--- config.mk ---
export PLATFORM = sky130hd
export DESIGN_NAME = ccr_ctrl
export DESIGN_NICKNAME = d
export VERILOG_FILES = /design/src/rtl/ccr_ctrl.sv
export SDC_FILE = /design/constraint.sdc
export NUM_CORES = 1
export LEC_CHECK = 0
export CORE_UTILIZATION = 50
export CTS_BUF_LIST = sky130_fd_sc_hd__clkbuf_2
export CTS_CLUSTER_SIZE = 28
export DETAILED_ROUTE_END_ITERATION = 6
export PLACE_DENSITY = 0.78
export SYNTH_ARGS = -nofsm -noshare
export SYNTH_HDL_FRONTEND = slang
export SYNTH_SLANG_ARGS = --single-unit
export TNS_END_PERCENT = 100
--- constraint.sdc ---
create_clock -name clk -period 1.5 [get_ports clk]
set_input_delay 0.15 -clock clk [delete_from_list [all_inputs] [get_ports clk]]
set_output_delay 0.15 -clock clk [all_outputs]
set_load 0.005 [all_outputs]
--- src/rtl/ccr_ctrl.sv ---
// ccr_ctrl: condition-code register controller.
// Sets the external N/Z/P flops from the sign/zero of a bus word and
// evaluates branch masks against the current flop outputs.
// All state changes on the falling edge of clk; reset is synchronous, active-low.
//
// Ports
//   clk, reset           clock (falling-edge active), synchronous active-low reset
//   ld_cc, bus_in        load request pulse and the word whose sign/zero sets the codes
//   br_req, ir_nzp       branch request (level) and its {n,z,p} mask
//   ccr_n/z/p            current outputs of the external CCR flops
//   cc_in, cc_write      {N,Z,P} data and active-low write strobe to the CCR flops
//   busy                 FSM is not in IDLE
//   br_done, br_taken    one-cycle branch result
//   ld_overrun           sticky: a load request was dropped
//
// state | meaning
// INIT  | write INIT_CC to the flops after reset
// IDLE  | waiting; load has priority over branch
// CALC  | derive {N,Z,P} from data_q into cc_q
// WRITE | strobe cc_q into the flops for one cycle
// BR    | present branch result for one cycle
module ccr_ctrl #(
   parameter int         WIDTH   = 16,
   parameter logic [2:0] INIT_CC = 3'b010
) (
   input  logic             clk,
   input  logic             reset,
   input  logic             ld_cc,
   input  logic [WIDTH-1:0] bus_in,
   input  logic             br_req,
   input  logic [2:0]       ir_nzp,
   input  logic             ccr_n,
   input  logic             ccr_z,
   input  logic             ccr_p,
   output logic [2:0]       cc_in,
   output logic             cc_write,
   output logic             busy,
   output logic             br_done,
   output logic             br_taken,
   output logic             ld_overrun
);

   typedef enum logic [2:0] {S_INIT, S_IDLE, S_CALC, S_WRITE, S_BR} state_t;

   state_t           state_q, state_d;
   logic [WIDTH-1:0] data_q, data_d;
   logic [WIDTH-1:0] pend_data_q, pend_data_d;
   logic             pend_valid_q, pend_valid_d;
   logic [2:0]       cc_q, cc_d;
   logic [2:0]       cc_last_q, cc_last_d;
   logic [2:0]       nzp_q, nzp_d;
   logic             overrun_q, overrun_d;

   always_ff @(negedge clk) begin
      if (!reset) begin
         state_q      <= S_INIT;
         data_q       <= '0;
         pend_data_q  <= '0;
         pend_valid_q <= 1'b0;
         cc_q         <= 3'b000;
         cc_last_q    <= INIT_CC;
         nzp_q        <= 3'b000;
         overrun_q    <= 1'b0;
      end else begin
         state_q      <= state_d;
         data_q       <= data_d;
         pend_data_q  <= pend_data_d;
         pend_valid_q <= pend_valid_d;
         cc_q         <= cc_d;
         cc_last_q    <= cc_last_d;
         nzp_q        <= nzp_d;
         overrun_q    <= overrun_d;
      end
   end

   always_comb begin
      state_d      = state_q;
      data_d       = data_q;
      pend_data_d  = pend_data_q;
      pend_valid_d = pend_valid_q;
      cc_d         = cc_q;
      cc_last_d    = cc_last_q;
      nzp_d        = nzp_q;
      overrun_d    = overrun_q;
      case (state_q)
         S_INIT: state_d = S_IDLE;
         S_IDLE: begin
            // A load buffered during BR is drained before anything else so a
            // following branch always sees the newest flags.
            if (pend_valid_q) begin
               data_d  = pend_data_q;
               state_d = S_CALC;
               if (ld_cc) pend_data_d  = bus_in;
               else       pend_valid_d = 1'b0;
            end else if (ld_cc) begin
               data_d  = bus_in;
               state_d = S_CALC;
            end else if (br_req) begin
               nzp_d   = ir_nzp;
               state_d = S_BR;
            end
         end
         S_CALC: begin
            cc_d    = {data_q[WIDTH-1], data_q == '0, ~data_q[WIDTH-1] & (data_q != '0)};
            state_d = S_WRITE;
            if (ld_cc) begin
               if (!pend_valid_q) begin
                  pend_data_d  = bus_in;
                  pend_valid_d = 1'b1;
               end else begin
                  overrun_d = 1'b1;
               end
            end
         end
         S_WRITE: begin
            cc_last_d = cc_q;
            // WRITE chains straight into the next CALC when more work exists,
            // including a load arriving in this very cycle, so IDLE is never
            // entered with a pending update.
            if (pend_valid_q) begin
               data_d  = pend_data_q;
               state_d = S_CALC;
               if (ld_cc) pend_data_d  = bus_in;
               else       pend_valid_d = 1'b0;
            end else if (ld_cc) begin
               data_d  = bus_in;
               state_d = S_CALC;
            end else begin
               state_d = S_IDLE;
            end
         end
         S_BR: begin
            state_d = S_IDLE;
            if (ld_cc) begin
               if (!pend_valid_q) begin
                  pend_data_d  = bus_in;
                  pend_valid_d = 1'b1;
               end else begin
                  overrun_d = 1'b1;
               end
            end
         end
         default: state_d = S_INIT;
      endcase
   end

   always_comb begin
      busy       = (state_q != S_IDLE);
      cc_write   = ~((state_q == S_INIT) || (state_q == S_WRITE));
      br_done    = (state_q == S_BR);
      br_taken   = br_done & |(nzp_q & {ccr_n, ccr_z, ccr_p});
      ld_overrun = overrun_q;
      if (state_q == S_INIT)       cc_in = INIT_CC;
      else if (state_q == S_WRITE) cc_in = cc_q;
      else                         cc_in = cc_last_q;
   end

endmodule

==> metrics.md, run 1 <==
| Metric | Value |
|---|---|
| FFs w/ async S/R, synth | 0% |
| Rel. slew slack | 73.0% |
| Global-route usage over all layers | 28.0% |
| Syn nets | 264 |
| Clk root buf | clkbuf_2 |
| Dpl ws | -0.900 ns |
| Grt total ovfl | 0 |
| Cell count after synthesis | 238 |
| Clock sinks | 46 |
| Setup slack after layout | -0.925 ns |
| First drt pass iteration count | 6 |
| Hold Path Cell Cnt | 2 |
| R2R setup slack | -0.12 ns |
| Placer Congestion | 0.734 |
| Antenna cells | 0 |
| Total number of vias | 2184 |
| Most common cell after layout, fill and taps aside | inv_1 |
| WP data arrival | 2.28 ns |
| Max-cap violation count | 0 |
| Hold_sp | nzp_q[0] |
| Critical path buffer and inverter count | 4 |
| Worst-Margin Slew | 0.404 ns |
| Die area | 0.00455 mm² |
| Largest net degree at the start of global routing | 26 |
| CTS tree | done |
| VDD IR-drop max | 0.709 mV |
| Core area | 0.00406 mm² |
| Ys flop type | dfxtp_1 |
| First-pass GRT wire length | 9.28 mm |
| Crit start category | flip-flop |
| Per-cell routed wire length | 15.1 µm |
| Drt total wl | 6.07 mm |
| Die Y-Extent | 67.4 µm |
| Status | finished, violations left |
| Initial Utilization | 52.8% |
| Most frequent cells in the layout | 52 x inv_1, 40 x dfxtp_1, 35 x mux2i_1, 35 x nand2_1, 28 x buf_4 |
| Hold Path Sink | nzp_q[0] |
| Final net count | 376 |
| Placement row count | 23 |
| Avg Inst Size Synth | 8.99 µm² |
| H-tree depth | 2 |
| Mapped cell area | 0.00214 mm² |
| Worst EP required | 1.35 ns |
| Warnings, synthesis | 0 |
| Post-synth EDFFs | 0 |
| Worst hold path class | flip-flop to flip-flop |
| Number of DRC markers in iteration 0 | 114 |
| Worst Path Max Fanout | 4 |
| RSZ-0062 raised after global routing | yes |
| Largest delay share family, worst path | buffers and inverters |
| Initial antenna violation count | 0 |
| CP peak stage delay | 0.36 ns |
| FF+latch count, synth | 46 |
| # port buffers | 33 |
| Cell variety after synth | 40 |
| Clock Pin Slew Worst Setup and Hold Paths | 0.06 ns |
| CP max stage cell | dfxtp_4 |
| Cell mode on critical path | buf_6 |
| Pwr/cell area | 963 mW/mm² |
| Total CTS buffers | 5 |
| Vias in the first global route | 2214 |
| Violated checks | negative setup slack |
| Worst-Skew Late Latency | 0.50 ns |
| Register area share after synthesis | 43.0% |
| Fin. Hold Viols | 0 |
| Hold buffers post-CTS | 0 |
| Reg-to-reg endpoint | pend_data_q[6] |
| Area grow syn2layout | 56.2% |
| Worst Path Class, Setup | flip-flop to primary output |
| Worst Setup End Kind | primary output |
| Antenna Violating Nets Remaining | 0 |
| DRC Markers | 0 |
| Fillers | 248 |
| Worst r2r src | state_q[0] |
| Dpl hpwl | 3.48 mm |
| Final setup viols | 27 |
| Leakage | 1.45 nW |
| Util after Layout | 82.4% |
| Final Skew | 0.0384 ns |
| Pins Over Slew Limit | 0 |
| Reg2Reg Depth | 7 |
| CTS max path bufs | 2 |
| Share of layout cells above drive strength 1 | 31.6% |
| DR vias/cell | 5.45 |
| CP Cell Sequence | buf_6 > buf_6 > buf_6 > o22ai_2 > a22o_1 > buf_2 |
| Die Wd | 67.4 µm |
| Boundary Pins | 34 |
what timing repair did:
item / CTS / global route
buffers inserted: 9 / 3
hold endpoints to repair: 0 / 0
setup endpoints to repair: 48 / 28
cloned: 1 / 0
resized for setup: 76 / 12
pin swaps: 11 / 10
registers in the layout, indices dropped and copies added (netlist names):
signal and count:
ld_overrun 1, data_q 16, pend_data_q 16, nzp_q 3
pend_valid_q 1, cc_q 3, state_q 3, cc_last_q 3
layer usage:
metal | global-route usage [%] | wire, µm | vias to the layer above
met1 | 27.9 | 2440 | 1036
li1 | - | - | 1073
met4 | 17.3 | 189 | 0
met5 | 0 | 0 | -
met3 | 10.6 | 270 | 16
met2 | 48.8 | 3170 | 59
stage by stage:
step                      hold WS [ns]  instances  power, mW  TNS [ns]  instance area [µm²]
after floorplan                  0.443        238       1.90     -9.84                 2310
after CTS                        0.470        399       3.21     -6.56                 3270
final                            0.459        401       3.22     -8.12                 3340
after global placement           0.447        336       2.10    -39.57                 2820
after detailed placement         0.460        336       2.12    -41.21                 2820
after global routing             0.482        401       3.46     -8.91                 3340
worst max path at each step:
stage / from / to / slack, ns / cells past startpoint
floorplan: state_q[0] / cc_write / -0.38 / 4
global placement: ld_cc / nzp_q[0] / -0.84 / 5
detailed placement: ld_cc / pend_data_q[6] / -0.90 / 6
CTS: state_q[1] / cc_in[0] / -0.93 / 4
global route: state_q[1] / cc_in[0] / -0.98 / 6
finish: state_q[1] / cc_in[0] / -0.93 / 6
cell families after synthesis:
| logic type | count (synthesis) | synth area share [%] |
|---|---|---|
| buf+inv | 28 | 5.79 |
| xor+xnor | 1 | 0.760 |
| mux | 35 | 16.4 |
| compound gates | 55 | 17.2 |
| simple gates | 73 | 16.9 |
| flops | 46 | 43.0 |
synth_stat cells, types with 2 or more instances:
cell type  count  area share (%)
dfxtp_1       46              43
nand3_1        6             1.4
nor2_1         7             1.2
a21oi_1       20             4.7
a22o_1         2            0.82
nor2b_1        3            0.88
a211oi_1      16             5.6
inv_1          8             1.4
nor4_1         5             1.5
o22ai_1        3            0.88
buf_4          2            0.70
o21ai_0        8             1.9
clkbuf_1      12             2.1
nand2b_1       3            0.88
nand2_1       35             6.1
buf_2          3            0.70
or2_2          2            0.58
mux2i_1       35              16
worst register-to-register path, delay by kind of cell (launching register included):
family / cells / cell delay, ns
flip-flops: 1 / 0.36
multiplexers: 1 / 0.19
buffers and inverters: 5 / 0.71
AO/OA/AOI/OAI: 1 / 0.29
power breakdown:
part           internal (mW)  leakage (nW)  switching [mW]
Clock                  0.442         0.284           0.746
Combinational          0.372         0.783           0.313
Sequential              1.29         0.378          0.0561
Total                   2.10          1.45            1.12
area by class of cell:
class	instances	area (µm²)	share of cell area, %
inverters	8	42.5	1.27
well taps	50	62.6	1.87
clock buffers	5	25.0	0.749
flip-flops and latches	46	933	27.9
clock inverters	49	216	6.47
multi-input cells	164	1300	38.8
repair buffers	79	767	22.9
(Power assumes the default switching activity.)
==> run 2: changes to the inputs <==
- ABC_CLOCK_PERIOD_IN_PS: not set -> 1500
- GPL_ROUTABILITY_DRIVEN: not set -> 0
==> results of run 2 <==
Final layout, timing and power as in run 1 (identical DEF).
